**config.mk**
```make
export PLATFORM = sky130hd
export DESIGN_NAME = carry_la_slice_flat
export DESIGN_NICKNAME = d
export VERILOG_FILES = /design/src/rtl/carry_la_slice_if.sv /design/src/rtl/carry_la_slice.sv /design/src/flat_wrapper.sv
export SDC_FILE = /design/constraint.sdc
export NUM_CORES = 1
export LEC_CHECK = 0
export CELL_PAD_IN_SITES_DETAIL_PLACEMENT = 1
export CELL_PAD_IN_SITES_GLOBAL_PLACEMENT = 1
export CORE_MARGIN = 4
export CORE_UTILIZATION = 35
export DETAILED_ROUTE_END_ITERATION = 7
export GPL_ROUTABILITY_DRIVEN = 0
export GPL_TIMING_DRIVEN = 0
export MAX_ROUTING_LAYER = met4
export PLACE_DENSITY_LB_ADDON = 0.25
export SLEW_MARGIN = 25
export SYNTH_ARGS = -nofsm -noshare
export SYNTH_HDL_FRONTEND = slang
export SYNTH_SLANG_ARGS = --single-unit
```
**constraint.sdc**
```tcl
create_clock -name clk -period 1.5 [get_ports clk]
set_input_delay 0.45 -clock clk [delete_from_list [all_inputs] [get_ports clk]]
set_output_delay 0.45 -clock clk [all_outputs]
set_load 0.02 [all_outputs]
```
**src/rtl/carry_la_slice_if.sv**
```systemverilog
// Operand/result bundle for carry_la_slice; master drives operands, slave is the adder slice.
// Carries the ovf signal only when CARRY_LA_SLICE_OVF_EN is defined.
interface carry_la_slice_if #(
    parameter int WIDTH = 4
);
    logic             in_valid;
    logic [WIDTH-1:0] a;
    logic [WIDTH-1:0] b;
    logic             cin;
    logic             out_valid;
    logic [WIDTH-1:0] sum;
    logic [WIDTH-1:0] gen;
    logic [WIDTH-1:0] prop;
    logic             grp_g;
    logic             grp_p;
    logic             cout;
`ifdef CARRY_LA_SLICE_OVF_EN
    logic             ovf;

    modport master (
        output in_valid, a, b, cin,
        input  out_valid, sum, gen, prop, grp_g, grp_p, cout, ovf
    );
    modport slave (
        input  in_valid, a, b, cin,
        output out_valid, sum, gen, prop, grp_g, grp_p, cout, ovf
    );
`else
    modport master (
        output in_valid, a, b, cin,
        input  out_valid, sum, gen, prop, grp_g, grp_p, cout
    );
    modport slave (
        input  in_valid, a, b, cin,
        output out_valid, sum, gen, prop, grp_g, grp_p, cout
    );
`endif
endinterface

```
**src/rtl/carry_la_slice.sv**
```systemverilog
// Registered carry-lookahead adder slice with group generate/propagate for cascading.
// Optional signed-overflow output enabled by defining CARRY_LA_SLICE_OVF_EN.
module carry_la_slice #(
    parameter int WIDTH = 4
) (
    input  logic           clk,
    input  logic           rst_n,
    carry_la_slice_if.slave bus
);
    logic [WIDTH-1:0] gen_d;
    logic [WIDTH-1:0] prop_d;
    logic [WIDTH-1:0] sum_d;
    logic [WIDTH:0]   carry;
    logic [WIDTH-1:0] gen_term;
    logic [WIDTH-1:0] prop_run;

    logic             out_valid_q;
    logic [WIDTH-1:0] sum_q;
    logic [WIDTH-1:0] gen_q;
    logic [WIDTH-1:0] prop_q;
    logic             grp_g_q;
    logic             grp_p_q;
    logic             cout_q;

    assign gen_d    = bus.a & bus.b;
    assign prop_d   = bus.a ^ bus.b;
    assign carry[0] = bus.cin;

    // Each carry is an independent sum of products over bits 0..gi, so no
    // carry depends on a lower-order carry signal.
    genvar gi;
    generate
        for (gi = 0; gi < WIDTH; gi++) begin : g_lookahead
            always_comb begin
                logic term_or;
                logic prod;
                term_or = 1'b0;
                for (int j = 0; j <= gi; j++) begin
                    prod = gen_d[j];
                    for (int k = j + 1; k <= gi; k++) begin
                        prod = prod & prop_d[k];
                    end
                    term_or = term_or | prod;
                end
                gen_term[gi] = term_or;
            end

            assign prop_run[gi]  = &prop_d[gi:0];
            assign carry[gi + 1] = gen_term[gi] | (prop_run[gi] & bus.cin);
            assign sum_d[gi]     = prop_d[gi] ^ carry[gi];
        end
    endgenerate

    always_ff @(posedge clk or negedge rst_n) begin
        if (!rst_n) begin
            out_valid_q <= 1'b0;
            sum_q       <= '0;
            gen_q       <= '0;
            prop_q      <= '0;
            grp_g_q     <= 1'b0;
            grp_p_q     <= 1'b0;
            cout_q      <= 1'b0;
        end else begin
            out_valid_q <= bus.in_valid;
            if (bus.in_valid) begin
                sum_q   <= sum_d;
                gen_q   <= gen_d;
                prop_q  <= prop_d;
                grp_g_q <= gen_term[WIDTH-1];
                grp_p_q <= prop_run[WIDTH-1];
                cout_q  <= carry[WIDTH];
            end
        end
    end

    assign bus.out_valid = out_valid_q;
    assign bus.sum       = sum_q;
    assign bus.gen       = gen_q;
    assign bus.prop      = prop_q;
    assign bus.grp_g     = grp_g_q;
    assign bus.grp_p     = grp_p_q;
    assign bus.cout      = cout_q;

`ifdef CARRY_LA_SLICE_OVF_EN
    logic ovf_q;

    // Two's-complement overflow: carry into the sign bit differs from carry out.
    always_ff @(posedge clk or negedge rst_n) begin
        if (!rst_n) begin
            ovf_q <= 1'b0;
        end else if (bus.in_valid) begin
            ovf_q <= carry[WIDTH] ^ carry[WIDTH-1];
        end
    end

    assign bus.ovf = ovf_q;
`endif
endmodule

```
**src/flat_wrapper.sv**
```systemverilog
// flat-port wrapper written by rule: the top's interface ports become plain ports
module carry_la_slice_flat 
#(
    parameter int WIDTH = 4
)
  (clk, rst_n, bus_in_valid, bus_a, bus_b, bus_cin, bus_out_valid, bus_sum, bus_gen, bus_prop, bus_grp_g, bus_grp_p, bus_cout);
  carry_la_slice_if #(.WIDTH(WIDTH)) bus_i ();
  input  logic clk;
  input  logic rst_n;
  input wire logic [$bits(bus_i.in_valid)-1:0] bus_in_valid;
  input wire logic [$bits(bus_i.a)-1:0] bus_a;
  input wire logic [$bits(bus_i.b)-1:0] bus_b;
  input wire logic [$bits(bus_i.cin)-1:0] bus_cin;
  output wire logic [$bits(bus_i.out_valid)-1:0] bus_out_valid;
  output wire logic [$bits(bus_i.sum)-1:0] bus_sum;
  output wire logic [$bits(bus_i.gen)-1:0] bus_gen;
  output wire logic [$bits(bus_i.prop)-1:0] bus_prop;
  output wire logic [$bits(bus_i.grp_g)-1:0] bus_grp_g;
  output wire logic [$bits(bus_i.grp_p)-1:0] bus_grp_p;
  output wire logic [$bits(bus_i.cout)-1:0] bus_cout;
  assign bus_i.in_valid = bus_in_valid;
  assign bus_i.a = bus_a;
  assign bus_i.b = bus_b;
  assign bus_i.cin = bus_cin;
  assign bus_out_valid = bus_i.out_valid;
  assign bus_sum = bus_i.sum;
  assign bus_gen = bus_i.gen;
  assign bus_prop = bus_i.prop;
  assign bus_grp_g = bus_i.grp_g;
  assign bus_grp_p = bus_i.grp_p;
  assign bus_cout = bus_i.cout;
  carry_la_slice #(.WIDTH(WIDTH)) u_core (.clk(clk), .rst_n(rst_n), .bus(bus_i));
endmodule
```
Word-level counts from Yosys, hierarchy flattened
Cells that the tools add are included.
{"block": "op_classes", "bitwise": 26, "reduce_logical": 3}
{"cell": "AND 1 bit", "n": 10}
{"cell": "OR 1 bit", "n": 10}
{"cell": "AND 4 bit", "n": 1}
{"cell": "AND reduction 4 bit", "n": 1}
{"cell": "bitwise XOR 1 bit", "n": 4}
{"cell": "bitwise XOR 4 bit", "n": 1}
{"cell": "AND reduction 3 bit", "n": 1}
{"cell": "AND reduction 2 bit", "n": 1}
{"block": "totals", "regBits": 16, "in_bits": 12, "out_inout_bits": 16, "word_cells": 36}

Depth between registers and ports, before layout
Gate-level depths: netlist of run 1.
{"block": "logic_depth", "ltp_word": 8, "depth_mapped": 4, "mapped_depth_nobuf": 4}

Worst setup path after synthesis of run 1
Ideal clock, no wire load.
{"block": "synth_timing", "kind": "in2reg", "start": "in bus_b[1]", "end": "reg u_core.sum_q[2] (netlist: u_core.bus.sum[2])", "setup_time_ns": 0.071, "arrival_time_ns": 1.437, "required_time_ns": 1.429, "setup_slack_ns": -0.008, "stages": 4, "n_path_buf": 0, "path_cell_list": "ha_1 inv_2 or4_1 nand4_1"}
{"block": "synth_between", "elab_chain_len": 5, "elab_cells_between_ends": 8, "classes_between": "bitwise (7); reduce/logical (1)"}
{"item": "start, declared", "line": "flat_wrapper.sv:12", "text": "input wire logic [$bits(bus_i.b)-1:0] bus_b;"}
{"item": "bitwise XOR 4 bit", "line": "carry_la_slice.sv:26", "text": "assign prop_d = bus.a ^ bus.b;"}
{"item": "AND 1 bit / AND reduction 2 bit (equally long branches)", "line": "carry_la_slice.sv:41, carry_la_slice.sv:48"}
{"item": "OR 1 bit / AND 1 bit (equally long branches)", "line": "carry_la_slice.sv:43, carry_la_slice.sv:49"}
{"item": "OR 1 bit *", "line": "carry_la_slice.sv:49", "text": "assign carry[gi + 1] = gen_term[gi] | (prop_run[gi] & bus.cin);"}
{"item": "bitwise XOR 1 bit *", "line": "carry_la_slice.sv:50", "text": "assign sum_d[gi] = prop_d[gi] ^ carry[gi];"}
{"item": "end signal, assigned", "line": "carry_la_slice.sv:66", "text": "sum_q <= sum_d;"}
{"item": "end, declared", "line": "carry_la_slice.sv:18", "text": "logic [WIDTH-1:0] sum_q;"}
Mark *: on every way between the ends. The rest lies on a longest branch, timed or not.
A chain may end at the register's enable or synchronous reset.

Final worst setup path of run 1
{"block": "layout_timing", "start": "in bus_b[3]", "end": "reg u_core.sum_q[3] (netlist: u_core.bus.sum[3])"}
{"block": "layout_between", "elab_chain_len": 2}
{"item": "bitwise XOR 4 bit", "line": "carry_la_slice.sv:26"}
{"item": "net u_core.prop_d[3]", "line": "carry_la_slice.sv:11", "text": "logic [WIDTH-1:0] prop_d;"}
{"item": "bitwise XOR 1 bit", "line": "carry_la_slice.sv:50"}
The timed path passes the listed nets, and every way through them passes these cells.

==> flow_metrics.py, run 1 <==
metrics = {
    "floorplanning": {
        "dieArea_sq_mm": 0.00293,
        "core-area_sq_mm": 0.00198,
        "ios": 28,
        "start_util_pct": 37.6,
        "num_rows": 16,
        "die-width_um": 54.1,
        "die_h_um": 54.1,
    },
    "worst_setup_path": {
        "rr_worst_depth": 1,
        "cp.arrival_ns": 1.67,
        "cpPeakStageDelay_ns": 0.41,
        "reg2reg_slack_ns": 0.70,
        "regToRegStartpoint": "u_core.bus.gen[0]",
        "worstPathCellList": "clkdlybuf4s50_1 > ha_1 > inv_1 > and4_1 > o31ai_1",
        "slowest_stage": "clkdlybuf4s50_1",
        "crit_fanout": 3,
        "critPathLaunchType": "input port",
        "required_ns": 1.70,
        "path_class": "in2reg",
        "r2r_end": "u_core.bus.gen[0]",
        "worstSetupEndpointType": "flop",
    },
    "outcome": {
        "status": "finished clean",
    },
    "yosys": {
        "yosysSeqAreaShare_pct": 53.8,
        "syn-cell-area_sq_um": 744,
        "async_reset_ff_share_pct": 100,
        "synth_fp_nets": 78,
        "synth_edf_count": 0,
        "synthFlopType": "dfrtp_1",
        "ys_top_cells_by_count": "dfrtp_1, mux2_2, inv_1",
        "yosysUniqueCellTypes": 21,
        "synth_area_leader_cell": "dfrtp_1",
        "synth_top_area_share_pct": 53.8,
        "avgSynthCellArea_sq_um": 12.2,
        "synth_most_common_cell": "dfrtp_1",
        "netlist_instances": 61,
        "yosys_warnings": 0,
        "synth_seq_cells": 16,
        "ys_top_cells_by_area": "dfrtp_1, mux2_2, ha_1",
    },
    "cells_and_area": {
        "fin_nets": 112,
        "multi_input_area_sq_um": 363,
        "seqCellArea_sq_um": 400,
        "final_cells": 121,
        "diodes": 0,
        "drive_gt1_share_pct": 25.5,
        "nFillCells": 221,
        "area.growth.synth_to_final_pct": 51.9,
    },
    "clocking": {
        "cts_tree": "done",
        "cts_root_buffer": "clkbuf_4",
        "clock_latency_ns": 0.27,
        "clockBufferDepth": 2,
        "cts.clk_slew.worst_paths_ns": 0.10,
        "cts.sinks": 16,
        "htree_levels": 1,
        "cts-buffers-inserted": 3,
    },
    "sta": {
        "fmax_mhz": 681,
        "relSlewSlack_pct": 52.7,
        "rsz0062_at_grt": "false",
        "tightest_slew_ns": 0.707,
        "hold_viol_final": 0,
        "fin_crit_ns": 1.47,
        "setup_slack_ns": 0.0322,
        "setup_viol": 0,
        "post-route-period-util_pct": 97.9,
        "finClkSkew_ns": 0,
        "slew_viol_final": 0,
    },
    "worst_hold_path": {
        "min_to": "u_core.bus.sum[0]",
        "hold_path_depth": 2,
        "hp-start": "u_core.bus.sum[0]",
        "hold_class": "reg2reg",
    },
    "drt": {
        "drc": 0,
        "ant_nets": 0,
        "routed-via-count": 588,
        "via_per_inst": 4.86,
        "drt-wirelength-per-cell_um": 16.0,
        "firstDrtPassIters": 4,
        "routed_wl_um": 1940,
        "first_iter_violations": 9,
    },
    "global_route": {
        "grt_pass1_wl_um": 3220,
        "overflow": 0,
        "grtUsageTotal_pct": 16.2,
        "grt_max_degree": 17,
        "grt_pass1_vias": 695,
        "antenna_found_initial": 0,
    },
    "power_and_ir_drop": {
        "peakVddDrop_v": 0.000662,
        "power_density_mw_per_mm2": 1010,
        "power.leakage_nw": 0.518,
    },
    "placement": {
        "dp_hpwl_um": 1420,
        "port_buffers": 27,
        "place_inst": 115,
        "dp_slack_ns": -0.521,
    },
    "job": {
        "maxCapViolCount": 0,
    },
}
kinds of logic after synthesis:
group	Yosys count	synth area share [%]
DFF	16	53.8
and+or+nand+nor	12	9.08
AOI/OAI and AO/OA	10	8.74
muxes	9	13.6
buffers and inverters	8	4.20
adders and majority gates	5	9.41
xor gates and xnor gates	1	1.18
through the flow:
stage / total power (W) / area [sq um] / util, % / hold slack (ns) / TNS (ns)
global route: 0.00122 / 1130 / 57.1 / 0.511 / 0
finish: 0.00114 / 1130 / 57.1 / 0.492 / 0
detailed placement: 0.000889 / 1060 / 53.5 / 0.473 / -4.97
global placement: 0.000872 / 1060 / 53.5 / 0.464 / -4.56
CTS: 0.00115 / 1120 / 56.6 / 0.492 / 0
floorplan: 0.000699 / 757 / - / 0.154 / 0
placed cells by master (no fill, tap or decap):
cell type and count:
dlygate4sd2_1 17, dfrtp_1 16, mux2_2 9, clkdlybuf4s15_1 7, inv_1 5, nand2_1 4, buf_4 3, nand4_1 3
clkbuf_4 3, clkdlybuf4s50_1 3, o22a_1 2, inv_2 2, a21oi_1 2, o21ai_0 2, ha_4 2, ha_1 2
nand3_2 1, a21oi_4 1, a31oi_2 1, nand2b_1 1, o2111ai_1 1, or4_1 1, or3_1 1, xnor2_1 1
and4_1 1, o31ai_1 1, fa_2 1, clkbuf_8 1
state kept, by name, summed over array words and instances, names as in the netlist:
| name | count |
|---|---|
| u_core.bus.grp_p | 1 |
| u_core.bus.prop | 4 |
| u_core.bus.sum | 4 |
| u_core.bus.grp_g | 1 |
| u_core.bus.gen | 4 |
| u_core.bus.cout | 1 |
| u_core.bus.out_valid | 1 |
metal layers:
metal / wire, um / part of all wire (%) / track usage (%)
met2: 1030 / 53 / 29.1
met4: 0 / 0 / 3.73
met1: 827 / 43 / 18.7
met3: 80 / 4.1 / 2.49
met5: 0 / 0 / -
worst max-delay path: cells and delay by family:
family | cells | cell delay (ns)
fa+ha+maj | 1 | 0.33
simple gates | 1 | 0.19
buf+inv | 2 | 0.51
compound gates | 1 | 0.18
report_power, final:
part           total (W)  leakage [nW]  internal, W  switching (W)
clock           0.000286        0.0210     0.000148       0.000139
combinational   0.000345         0.303     0.000159       0.000186
sequential      0.000513         0.195     0.000486      0.0000275
total            0.00114         0.518     0.000793       0.000352
cell type report:
cell class,count,share of cell area (%)
Sequential cell,16,35.4
Multi-Input combinational cell,37,32.1
Timing Repair Buffer,29,23.3
Clock buffer,4,3.21
Tap cell,27,2.99
Inverter,7,2.32
Buffer,1,0.664
worst max-delay path by stage:
stage | from | end | slack, ns | cells after the start
3_5_place_dp | bus_cin | u_core.bus.sum[1] | -0.52 | 5
5_1_grt | bus_b[3] | u_core.bus.sum[3] | 0.001 | 5
6_report | bus_b[3] | u_core.bus.sum[3] | 0.03 | 5
3_3_place_gp | bus_cin | u_core.bus.sum[1] | -0.50 | 5
2_1_floorplan | bus_b[2] | u_core.bus.sum[2] | 0.04 | 3
4_1_cts | u_core.bus.gen[0] | bus_gen[0] | 0.02 | 1
timing repair:
| action | in CTS | in global routing |
|---|---|---|
| pin swaps | 5 | 0 |
| resized for setup | 32 | 7 |
| hold buffers | 0 | 0 |
| setup buffers | 2 | 0 |
| endpoints found under the setup margin | 27 | 7 |
Power figures use the tool's default switching activity.
==> inputs of run 2 (changes only) <==
--- a/config.mk
+++ b/config.mk
@@ -14,7 +14,6 @@
 export GPL_TIMING_DRIVEN = 0
 export MAX_ROUTING_LAYER = met4
 export PLACE_DENSITY_LB_ADDON = 0.25
-export SLEW_MARGIN = 25
 export SYNTH_ARGS = -nofsm -noshare
 export SYNTH_HDL_FRONTEND = slang
 export SYNTH_SLANG_ARGS = --single-unit
==> results of run 2 <==
Same layout as run 1: the final DEF is identical, and so are final timing and power.
==> inputs of run 3 (changes only) <==
--- a/config.mk
+++ b/config.mk
@@ -7,7 +7,7 @@
 export LEC_CHECK = 0
 export CELL_PAD_IN_SITES_DETAIL_PLACEMENT = 1
 export CELL_PAD_IN_SITES_GLOBAL_PLACEMENT = 1
-export CORE_MARGIN = 4
+export CORE_MARGIN = 2
 export CORE_UTILIZATION = 35
 export DETAILED_ROUTE_END_ITERATION = 7
 export GPL_ROUTABILITY_DRIVEN = 0
==> run 3 against run 2 <==
  * Fmax increased by 1.2%
  * Total power decreased by 1.9%
  * Clock skew unchanged
  * Cell area fell by 2.5%
  * Die area fell by 14%
  * Global-route usage up 0.36 points
  * Clock power is essentially flat
  * First-iteration DRC count is 56% higher
  * Sequential share of layout area grew 0.92 points
  * Critical endpoint is now u_core.bus.cout
==> flow_metrics.py, run 3 (synthesized netlist as in run 1, its figures left out) <==
metrics = {
    "drt": {
        "ant_nets": 0,
        "via_per_inst": 5.03,
        "routed-via-count": 599,
        "drc": 0,
        "wl_met2_um": 877,
        "routed_wl_um": 1650,
        "firstDrtPassIters": 4,
        "first_iter_violations": 14,
        "routed.top_layer": "met4",
        "wl_met1_um": 680,
        "drt-wirelength-per-cell_um": 13.9,
        "wl_met3_um": 81,
    },
    "cells_and_area": {
        "design_area_sq_mm": 0.00110,
        "area.growth.synth_to_final_pct": 48.1,
        "diodes": 0,
        "drive_gt1_share_pct": 23.9,
        "fin_util_pct": 55.6,
        "most-common-layout-cells": "dlygate4sd2_1, dfrtp_1, mux2_2",
        "fin_nets": 110,
        "layout_commonest_cell": "dlygate4sd2_1",
    },
    "sta": {
        "finalSetupTns_ns": 0,
        "finClkSkew_ns": 0,
        "fin_crit_ns": 1.45,
        "relSlewSlack_pct": 51.6,
        "slew_viol_final": 0,
        "tightest_slew_ns": 0.723,
        "setup_viol": 0,
        "fmax_mhz": 689,
        "hold_viol_final": 0,
        "setup_slack_ns": 0.0492,
        "whs_ns": 0.486,
        "rsz0062_at_grt": "false",
        "post-route-period-util_pct": 96.7,
    },
    "floorplanning": {
        "num_rows": 16,
        "ios": 28,
        "start_util_pct": 37.6,
        "dieArea_sq_mm": 0.00251,
        "die-width_um": 50.1,
        "core-area_sq_mm": 0.00198,
        "die_h_um": 50.1,
    },
    "power_and_ir_drop": {
        "power.leakage_nw": 0.516,
        "power_density_mw_per_mm2": 1020,
        "peakVddDrop_v": 0.000679,
    },
    "clocking": {
        "htree_levels": 1,
        "cts.sinks": 16,
        "cts-buffers-inserted": 3,
        "postCtsSetupBuffers": 0,
        "cts.clk_slew.worst_paths_ns": 0.10,
        "cts_root_buffer": "clkbuf_4",
        "clockBufferDepth": 2,
        "clock_latency_ns": 0.28,
        "cts_hold_buffers": 0,
        "cts_tree": "done",
    },
    "placement": {
        "placed_cell_area_sq_mm": 0.00106,
        "dp_hpwl_um": 1290,
        "dp_slack_ns": -0.513,
        "port_buffers": 27,
    },
    "worst_setup_path": {
        "required_ns": 1.73,
        "path_class": "in2reg",
        "crit_fanout": 3,
        "cp.arrival_ns": 1.68,
        "worstSetupEndpointType": "flop",
        "critPathLaunchType": "input port",
    },
    "worst_hold_path": {
        "hold_class": "reg2reg",
    },
    "global_route": {
        "grt_pass1_vias": 645,
        "antenna_found_initial": 0,
        "overflow": 0,
        "grtUsageTotal_pct": 16.5,
        "grt_max_degree": 17,
        "grt_pass1_wl_um": 3030,
    },
    "job": {
        "maxCapViolCount": 0,
    },
    "outcome": {
        "status": "finished clean",
    },
}
run 3: timing repair:
item,CTS,global route
resized for setup,30,4
pin swaps,5,0
endpoints found under the setup margin,27,4
run 3: layout make-up:
cell class | count | area (sq um)
Buffer | 1 | 7.51
Clock buffer | 4 | 36.3
Fill cell | 215 | 880
Inverter | 7 | 26.3
Multi-Input combinational cell | 37 | 354
Sequential cell | 16 | 400
Tap cell | 27 | 33.8
Timing Repair Buffer | 27 | 244
run 3: worst paths after layout:
check	from	endpoint	slack, ns	depth (start not counted)
setup / recovery	bus_a[3]	u_core.bus.cout	0.05	5
hold / removal	u_core.bus.sum[2]	u_core.bus.sum[2]	0.49	2
setup reg to reg	u_core.bus.gen[1]	u_core.bus.gen[1]	0.73	1
hold reg to reg	u_core.bus.sum[2]	u_core.bus.sum[2]	0.49	2
max in group asynchronous	rst_n	u_core.bus.sum[3]	0.46	1
min in group asynchronous	rst_n	u_core.bus.sum[1]	0.58	1
run 3: power breakdown:
part	switching (W)	leakage [nW]	internal (W)
Combinational	0.000178	0.300	0.000148
Sequential	0.0000247	0.195	0.000486
Clock	0.000139	0.0210	0.000148
Total	0.000341	0.516	0.000782
run 3: worst max-delay path: stages:
cell and delay, ns:
clkdlybuf4s50_1 0.41, ha_1 0.32, inv_1 0.08, a31oi_1 0.23, o22a_1 0.18
run 3: per-layer routing:
metal,vias to the layer above,GRT usage [%]
met5,-,-
met4,0,6.94
met1,293,18.6
met3,2,3.03
met2,18,28.5
li1,286,-
run 3: through the flow:
stage / power (W) / instances
global placement: 0.000870 / 115
floorplan: 0.000699 / 61
global route: 0.00120 / 119
finish: 0.00112 / 119
CTS: 0.00114 / 119
detailed placement: 0.000883 / 115
